File: src/rtl/mem_access.sv
// MEM pipeline stage: performs loads/stores over a req/ack data bus with wait states,
// stalls upstream while an access is outstanding, and forms the write-back data.
module mem_access #(
  parameter int unsigned TIMEOUT = 16
) (
  input  logic        clk,
  input  logic        rst,
  input  logic [4:0]  wd_i,
  input  logic        wreg_i,
  input  logic [31:0] wdata_i,
  input  logic [31:0] hi_i,
  input  logic [31:0] lo_i,
  input  logic        whilo_i,
  input  logic [7:0]  aluop_i,
  input  logic [31:0] mem_addr_i,
  input  logic [31:0] reg2_i,
  output logic [4:0]  mem_wd,
  output logic        mem_wreg,
  output logic [31:0] mem_wdata,
  output logic [31:0] mem_hi,
  output logic [31:0] mem_lo,
  output logic        mem_whilo,
  output logic        dbus_req,
  output logic        dbus_we,
  output logic [31:0] dbus_addr,
  output logic [3:0]  dbus_sel,
  output logic [31:0] dbus_wdata,
  input  logic        dbus_ack,
  input  logic [31:0] dbus_rdata,
  output logic        stallreq,
  output logic        mem_err
);

  localparam logic [7:0]  EXE_LB_OP    = 8'b1110_0000;
  localparam logic [7:0]  EXE_LBU_OP   = 8'b1110_0100;
  localparam logic [7:0]  EXE_LH_OP    = 8'b1110_0001;
  localparam logic [7:0]  EXE_LHU_OP   = 8'b1110_0101;
  localparam logic [7:0]  EXE_LW_OP    = 8'b1110_0011;
  localparam logic [7:0]  EXE_SB_OP    = 8'b1110_1000;
  localparam logic [7:0]  EXE_SH_OP    = 8'b1110_1001;
  localparam logic [7:0]  EXE_SW_OP    = 8'b1110_1011;
  localparam logic [4:0]  NOP_REG_ADDR = 5'b00000;
  localparam logic [31:0] ZERO_WORD    = 32'h0000_0000;
  localparam logic [7:0]  WAIT_LAST    = 8'(TIMEOUT - 1);

  typedef enum logic [1:0] {
    IDLE = 2'b00,
    BUSY = 2'b01,
    DONE = 2'b10
  } state_t;

  state_t      state_r, state_nxt_s;
  logic [7:0]  wait_cnt_r;
  logic [31:0] rdata_r;
  logic        err_r;
  logic        mem_err_r;
  logic        dbus_req_r;
  logic        dbus_we_r;
  logic [31:0] dbus_addr_r;
  logic [3:0]  dbus_sel_r;
  logic [31:0] dbus_wdata_r;
  logic        is_load_s;
  logic        is_store_s;
  logic        misalign_s;
  logic        timeout_s;

  function automatic logic [3:0] lane_sel(input logic [7:0] op, input logic [1:0] a);
    logic [3:0] s;
    s = 4'b0000;
    case (op)
      EXE_LB_OP, EXE_LBU_OP, EXE_SB_OP: begin
        case (a)
          2'b00:   s = 4'b1000;
          2'b01:   s = 4'b0100;
          2'b10:   s = 4'b0010;
          default: s = 4'b0001;
        endcase
      end
      EXE_LH_OP, EXE_LHU_OP, EXE_SH_OP: s = a[1] ? 4'b0011 : 4'b1100;
      EXE_LW_OP, EXE_SW_OP:             s = 4'b1111;
      default:                          s = 4'b0000;
    endcase
    return s;
  endfunction

  // Big-endian lane pick followed by sign or zero extension
  function automatic logic [31:0] load_extract(input logic [7:0] op, input logic [1:0] a,
                                               input logic [31:0] rd);
    logic [7:0]  b;
    logic [15:0] h;
    logic [31:0] r;
    case (a)
      2'b00:   b = rd[31:24];
      2'b01:   b = rd[23:16];
      2'b10:   b = rd[15:8];
      default: b = rd[7:0];
    endcase
    h = a[1] ? rd[15:0] : rd[31:16];
    case (op)
      EXE_LB_OP:  r = {{24{b[7]}}, b};
      EXE_LBU_OP: r = {24'h00_0000, b};
      EXE_LH_OP:  r = {{16{h[15]}}, h};
      EXE_LHU_OP: r = {16'h0000, h};
      default:    r = rd;
    endcase
    return r;
  endfunction

  function automatic logic [31:0] store_lanes(input logic [7:0] op, input logic [31:0] d);
    logic [31:0] r;
    case (op)
      EXE_SB_OP: r = {4{d[7:0]}};
      EXE_SH_OP: r = {2{d[15:0]}};
      default:   r = d;
    endcase
    return r;
  endfunction

  // Opcode decode and alignment check
  always_comb begin
    is_load_s  = aluop_i inside {EXE_LB_OP, EXE_LBU_OP, EXE_LH_OP, EXE_LHU_OP, EXE_LW_OP};
    is_store_s = aluop_i inside {EXE_SB_OP, EXE_SH_OP, EXE_SW_OP};
    case (aluop_i)
      EXE_LH_OP, EXE_LHU_OP, EXE_SH_OP: misalign_s = mem_addr_i[0];
      EXE_LW_OP, EXE_SW_OP:             misalign_s = (mem_addr_i[1:0] != 2'b00);
      default:                          misalign_s = 1'b0;
    endcase
    timeout_s = (wait_cnt_r == WAIT_LAST);
  end

  // FSM state register
  always_ff @(posedge clk or negedge rst) begin
    if (!rst) begin
      state_r <= IDLE;
    end else begin
      state_r <= state_nxt_s;
    end
  end

  // FSM next-state logic
  always_comb begin
    state_nxt_s = state_r;
    case (state_r)
      IDLE: begin
        if ((is_load_s || is_store_s) && !misalign_s) begin
          state_nxt_s = BUSY;
        end else begin
          state_nxt_s = IDLE;
        end
      end
      BUSY: begin
        if (dbus_ack || timeout_s) begin
          state_nxt_s = DONE;
        end else begin
          state_nxt_s = BUSY;
        end
      end
      DONE:    state_nxt_s = IDLE;
      default: state_nxt_s = IDLE;
    endcase
  end

  // Bus request launch, wait counting, read capture and timeout error
  always_ff @(posedge clk or negedge rst) begin
    if (!rst) begin
      dbus_req_r   <= 1'b0;
      dbus_we_r    <= 1'b0;
      dbus_addr_r  <= 32'h0000_0000;
      dbus_sel_r   <= 4'b0000;
      dbus_wdata_r <= 32'h0000_0000;
      wait_cnt_r   <= 8'd0;
      rdata_r      <= 32'h0000_0000;
      err_r        <= 1'b0;
      mem_err_r    <= 1'b0;
    end else begin
      case (state_r)
        IDLE: begin
          wait_cnt_r <= 8'd0;
          err_r      <= 1'b0;
          mem_err_r  <= 1'b0;
          if (state_nxt_s == BUSY) begin
            dbus_req_r   <= 1'b1;
            dbus_we_r    <= is_store_s;
            dbus_addr_r  <= {mem_addr_i[31:2], 2'b00};
            dbus_sel_r   <= lane_sel(aluop_i, mem_addr_i[1:0]);
            dbus_wdata_r <= store_lanes(aluop_i, reg2_i);
          end
        end
        BUSY: begin
          if (dbus_ack) begin
            rdata_r    <= dbus_rdata;
            dbus_req_r <= 1'b0;
          end else if (timeout_s) begin
            dbus_req_r <= 1'b0;
            err_r      <= 1'b1;
            mem_err_r  <= 1'b1;
          end else begin
            wait_cnt_r <= wait_cnt_r + 8'd1;
          end
        end
        DONE: begin
          wait_cnt_r <= 8'd0;
          err_r      <= 1'b0;
          mem_err_r  <= 1'b0;
        end
        default: begin
          dbus_req_r <= 1'b0;
          wait_cnt_r <= 8'd0;
          err_r      <= 1'b0;
          mem_err_r  <= 1'b0;
        end
      endcase
    end
  end

  // Write-back outputs and stall; non-memory ops pass straight through
  always_comb begin
    mem_wd    = NOP_REG_ADDR;
    mem_wreg  = 1'b0;
    mem_wdata = ZERO_WORD;
    mem_hi    = ZERO_WORD;
    mem_lo    = ZERO_WORD;
    mem_whilo = 1'b0;
    stallreq  = 1'b0;
    mem_err   = 1'b0;
    if (!rst) begin
      stallreq = 1'b0;
    end else begin
      mem_wd    = wd_i;
      mem_wreg  = wreg_i;
      mem_wdata = wdata_i;
      mem_hi    = hi_i;
      mem_lo    = lo_i;
      mem_whilo = whilo_i;
      mem_err   = mem_err_r;
      case (state_r)
        IDLE: begin
          if (is_load_s || is_store_s) begin
            mem_wreg = 1'b0;
            if (misalign_s) begin
              mem_err = 1'b1;
            end else begin
              stallreq = 1'b1;
            end
          end else begin
            mem_wreg = wreg_i;
          end
        end
        BUSY: begin
          stallreq = 1'b1;
          mem_wreg = 1'b0;
        end
        DONE: begin
          if (is_load_s && !err_r) begin
            mem_wreg  = wreg_i;
            mem_wdata = load_extract(aluop_i, mem_addr_i[1:0], rdata_r);
          end else begin
            mem_wreg = 1'b0;
          end
        end
        default: begin
          mem_wreg = 1'b0;
        end
      endcase
    end
  end

  assign dbus_req   = dbus_req_r;
  assign dbus_we    = dbus_we_r;
  assign dbus_addr  = dbus_addr_r;
  assign dbus_sel   = dbus_sel_r;
  assign dbus_wdata = dbus_wdata_r;

endmodule

File: config.mk
export PLATFORM = sky130hd
export DESIGN_NAME = mem_access
export DESIGN_NICKNAME = d
export VERILOG_FILES = /design/src/rtl/mem_access.sv
export SDC_FILE = /design/constraint.sdc
export NUM_CORES = 1
export LEC_CHECK = 0
export BUFFER_PORTS_ARGS = -buffer_cell sky130_fd_sc_hd__buf_4
export CORE_AREA = 5 5 147 149
export CTS_CLUSTER_DIAMETER = 30
export CTS_CLUSTER_SIZE = 16
export DETAILED_ROUTE_END_ITERATION = 6
export DIE_AREA = 0 0 152 154
export GPL_TIMING_DRIVEN = 0
export PLACE_DENSITY = 0.68
export SKIP_LAST_GASP = 1
export SLEW_MARGIN = 15
export SYNTH_ARGS = -nofsm -noshare
export SYNTH_HDL_FRONTEND = slang
export SYNTH_SLANG_ARGS = --single-unit
File: constraint.sdc
create_clock -name clk -period 2.2 [get_ports clk]
set_input_delay 0.44 -clock clk [delete_from_list [all_inputs] [get_ports clk]]
set_output_delay 0.44 -clock clk [all_outputs]
set_load 0.01 [all_outputs]
### Word level (Yosys, flattened, before mapping)

Index checks and enable logic that the tools add are counted.

| word-level totals | value |
|---|---|
| flip-flop bits (word level) | 111 |
| input port bits | 210 |
| output and inout port bits | 175 |
| logic and storage cells | 89 |

| cells by class | value |
|---|---|
| $add $sub $neg | 1 |
| equal/unequal tests | 19 |
| mux-type cells | 40 |
| bitwise operators | 1 |
| reduce and logical (&&, ||, !) cells | 19 |

Operators with widths:

| kind | count |
|---|---|
| 2-to-1 mux 32 bit | 5 |
| one-hot mux 32 bit (4 select lines) | 1 |
| == test 8 bit (second input constant) | 8 |
| one-hot mux 32 bit (2 select lines) | 1 |
| 2-to-1 mux 8 bit | 3 |
| one-hot mux 4 bit (3 select lines) | 2 |
| one-hot mux 8 bit (3 select lines) | 1 |
| 2-to-1 mux 1 bit | 18 |
| 2-to-1 mux 16 bit | 1 |
| adder 8 x 1 -> 8 bit (second input constant) | 1 |
| == test 8 x 4 -> 1 bit (second input constant) | 1 |
| != test 2 bit (second input constant) | 4 |
| AND reduction 2 bit | 4 |
| == test 2 x 1 -> 1 bit (second input constant) | 3 |
| one-hot mux 1 bit (2 select lines) | 3 |
| OR reduction 3 bit | 2 |
| 2-to-1 mux 5 bit | 1 |
| nonzero test 5 bit | 1 |
| == test 2 bit (second input constant) | 2 |
| logical NOT 2 bit | 2 |
| 2-to-1 mux 4 bit | 1 |
| one-hot mux 2 bit (2 select lines) | 1 |
| != test 3 bit (second input constant) | 1 |
| one-hot mux 1 bit (3 select lines) | 1 |
| other kinds (9) | 12 |

### Logic depth before layout (Yosys ltp)

| logic depth | value |
|---|---|
| depth after elaboration | 10 |
| mapped depth | 7 |
| depth with buffers taken out | 5 |

### Least setup slack after synthesis

OpenSTA, ideal clock, no wires.

| path | value |
|---|---|
| path kind | in2out |
| from | input port aluop_i[3] |
| to | output port mem_wdata[0] |
| data arrival time | 2.022 ns |
| slack | -0.262 ns |
| cell stages on the path | 5 |
| cells stage by stage | or4b_1 > a211o_1 > buf_2 > a2111o_1 > a21oi_1 |

| on the way | value |
|---|---|
| word-level cells in the longest chain between the ends | 6 |

Ends and longest elaborated chain:

| element | RTL line | text |
|---|---|---|
| start, declared | 14 | `input logic [7:0] aluop_i,` |
| == test 8 bit, on equally long branches | 99, 121 |  |
| nonzero test 5 bit | 121 | `is_load_s = aluop_i inside {EXE_LB_OP, EXE_LBU_OP, EXE_LH_OP, EXE_LHU_OP, EXE_LW_OP};` |
| logical AND 1 bit | 254 | `if (is_load_s && !err_r) begin` |
| 2-to-1 mux 32 bit (*) | 254 |  |
| 2-to-1 mux 32 bit (*) | 236 | `case (state_r)` |
| 2-to-1 mux 32 bit (*) | 226 | `if (!rst) begin` |
| end, declared | 19 | `output logic [31:0] mem_wdata,` |

Mark *: on every way between the ends. The rest lies on a longest branch, timed or not.

==> reports/summary.txt <==
Status = finished with violations
Failing checks = negative setup slack
Crit path launch type = flop
Net switching share of the total power = 0.317
Initial Util = 0.331
Unique masters post-synth = 55
FF-to-FF Start = state_r[0]
Root Driver = clkbuf_16
Dominant cells by area after synthesis = dfrtp_1 42%, mux2_2 21%, and2_1 6.6%
Vias in the first global route = 7204
CTS Buf Count = 9
Largest net degree at the start of global routing = 33
Final Skew = 0.00903 ns
Crit. path cell count = 6
Int Power = 0.00490 W
Primary FF master, synth = dfrtp_1
Clk buf depth = 2
Syn. warnings = 0
Reg2reg path depth = 9
FP Rows = 52
First DRT Iteration DRCs = 341
Post-synth EDFFs = 0
Peak Freq = 0.347 GHz
Total power per unit cell area = 648 nW/um2
P_leak = 5.30 nW
Top cells by count, synth = 126 x mux2_2, 111 x dfrtp_1, 70 x and2_1, 45 x nand2_1, 32 x clkbuf_1
Critical path type = reg2out
Clock power frac = 0.249
Area Growth Syn to Fin = 66.9%
Avg WL per Cell = 20.8 um
Worst Setup End Kind = output port
Final critical-path share of the clock period = 1.31
Die Area = 23400 um2
CP max stage cell = or4b_4
Syn Area/Cell = 10.5 um2
Antenna diodes = 0
Cell area after layout = 11100 um2
DR vias = 6717
Final core occ = 0.552
Worst-Skew Late Latency = 0.37 ns
CP max FO = 5
Yosys top cell by area = dfrtp_1
CTS tree = yes
Final hold vios = 0
Final WS setup = -0.679 ns
Most frequent cell after synthesis = mux2_2
RSZ-0062 raised after global routing = yes
Yosys top cell area share = 0.419
Die height = 154 um
ANT nets after route = 0
Measured slew at the worst slew-check pin = 0.853 ns
Nets = 1267
WL final = 27700 um
CP arrival = 2.44 ns
IO Count = 385
Part of the power in registers = 0.417
Net Sw Power = 0.00227 W
Gate power share = 0.334
MaxCap Viol Count = 0
Seq cells post-synth = 111
CP cell instances = or4b_4 -> a211o_1 -> buf_6 -> a2111o_1 -> a21oi_2 -> buf_4
Routability cong. = 0.919
Initial antenna violation count = 1
Required time of the critical path = 1.76 ns
Clk sinks = 111
Post-synthesis sequential area ratio = 0.419
DP HPWL = 21600 um
GR Util All Layers = 0.226
Via density = 5.05
Buf+Inv Stages, Crit Path = 2
Slew Limit Fails = 0
Gr ovfl total = 0
Die width = 152 um
H-tree Lvls = 3
First-pass GRT wire length = 41700 um
First-pass DRT Iterations = 4
Mapped Area = 6630 um2
Final setup viols = 71
DP Area = 10000 um2
Core box area = 20000 um2
Worst setup path start = mem_err_r
Fin crit period = 2.88 ns
Port Buf Inserts = 381
Share of cells above drive strength 1 = 0.619
Worst path max stage delay = 0.55 ns
Syn Inst Count = 629
Slew HR = 0.426
Async S/R FF share, synth = 1.00
Hold Crit Class = in2async
Worst VDD drop = 523 uV
CTS clk-pin slew, worst paths = 0.08 ns
Drt drc = 0
Family with the most delay on the worst path = compound AO/OA/AOI/OAI gates
stage by stage:
step / instances / power, W / TNS [ns] / hold WS (ns) / setup slack [ns]
detailed placement: 1282 / 0.00532 / -103.59 / 0.426 / -0.871
floorplan: 630 / 0.00398 / -2.60 / 0.144 / -0.154
global route: 1331 / 0.00756 / -28.50 / 0.00560 / -0.749
CTS: 1318 / 0.00720 / -21.06 / 0.000934 / -0.735
global placement: 1281 / 0.00524 / -146.35 / 0.468 / -1.44
finish: 1331 / 0.00716 / -23.47 / 0.00756 / -0.679
placed cells by master, fill, tap and decap left out, types with 4 or more instances in the layout:
master,instances
a211oi_1,4
a21oi_1,21
a21oi_2,5
a31oi_1,23
and2_1,70
buf_2,7
buf_4,400
buf_6,18
clkbuf_1,12
clkbuf_16,9
clkbuf_2,11
clkbuf_8,6
dfrtp_1,111
inv_1,11
inv_6,4
mux2_1,6
mux2_2,126
mux4_2,7
nand2_1,45
nand2b_1,9
nand3_1,6
nand3_2,6
nand3_4,7
nor2_1,14
nor3_1,4
nor3_2,5
nor4_1,8
o21ai_0,5
o21ai_2,4
o41ai_1,7
o41ai_2,9
xnor2_1,5
repair_timing:
item | in CTS | in global routing
setup endpoints to repair | 173 | 77
setup buffers | 17 | 13
endpoints found under the hold margin | 25 | 0
hold buffers | 1 | 0
pin swaps | 22 | 11
gates cloned | 3 | 0
resized for setup | 75 | 34
final timing paths:
check,end,slack (ns)
worst min register to register,dbus_addr[26],0.50
worst max-delay path,mem_wdata[0],-0.68
min in group clk,dbus_addr[25],0.29
max in group asynchronous,rdata_r[5],1.86
worst min-delay path,dbus_wdata[6],0.008
worst max register to register,dbus_addr[20],0.11
flip-flops by register name, summed over array words and instances, names as in the netlist:
| signal | cells |
|---|---|
| dbus_req | 1 |
| dbus_we | 1 |
| dbus_addr | 30 |
| wait_cnt_r | 8 |
| dbus_wdata | 32 |
| state_r | 2 |
| mem_err_r | 1 |
| dbus_sel | 4 |
| rdata_r | 32 |
layer usage:
| layer | share of wire | vias up | track usage | wire, um |
|---|---|---|---|---|
| li1 | - | 3130 | - | - |
| met1 | 0.33 | 3238 | 0.226 | 9260 |
| met2 | 0.55 | 298 | 0.428 | 15200 |
| met3 | 0.088 | 49 | 0.0846 | 2430 |
| met4 | 0.030 | 2 | 0.0801 | 824 |
| met5 | 0.00072 | - | 0 | 20 |
area by class of cell:
type                    count  area (um2)
flip-flops and latches    111        2780
inverters                  13        48.8
repair buffers            415        3300
multi-input cells         452        3880
clock inverters             7        97.6
clock buffers               9         225
plain buffers              54         398
fillers                  1851        8980
well taps                 270         338
logic make-up after synthesis:
kind of cell             synth area share
AO/OA/AOI/OAI                       0.109
XOR/XNOR                          0.00793
adder cells (fa/ha/maj)           0.00189
buffers and inverters              0.0434
flip-flops                          0.419
multiplexers                        0.254
other                            0.000566
AND/OR/NAND/NOR                     0.164
power groups by stage:
stage / Clock [W] / Combinational [W] / Sequential (W)
6_report: 0.00178 / 0.00239 / 0.00299
4_1_cts: 0.00184 / 0.00239 / 0.00297
2_1_floorplan: 0 / 0.000974 / 0.00301
5_1_grt: 0.00191 / 0.00259 / 0.00306
3_5_place_dp: 0 / 0.00233 / 0.00298
3_3_place_gp: 0 / 0.00228 / 0.00296
No activity file was read; power rests on OpenSTA's default activity.
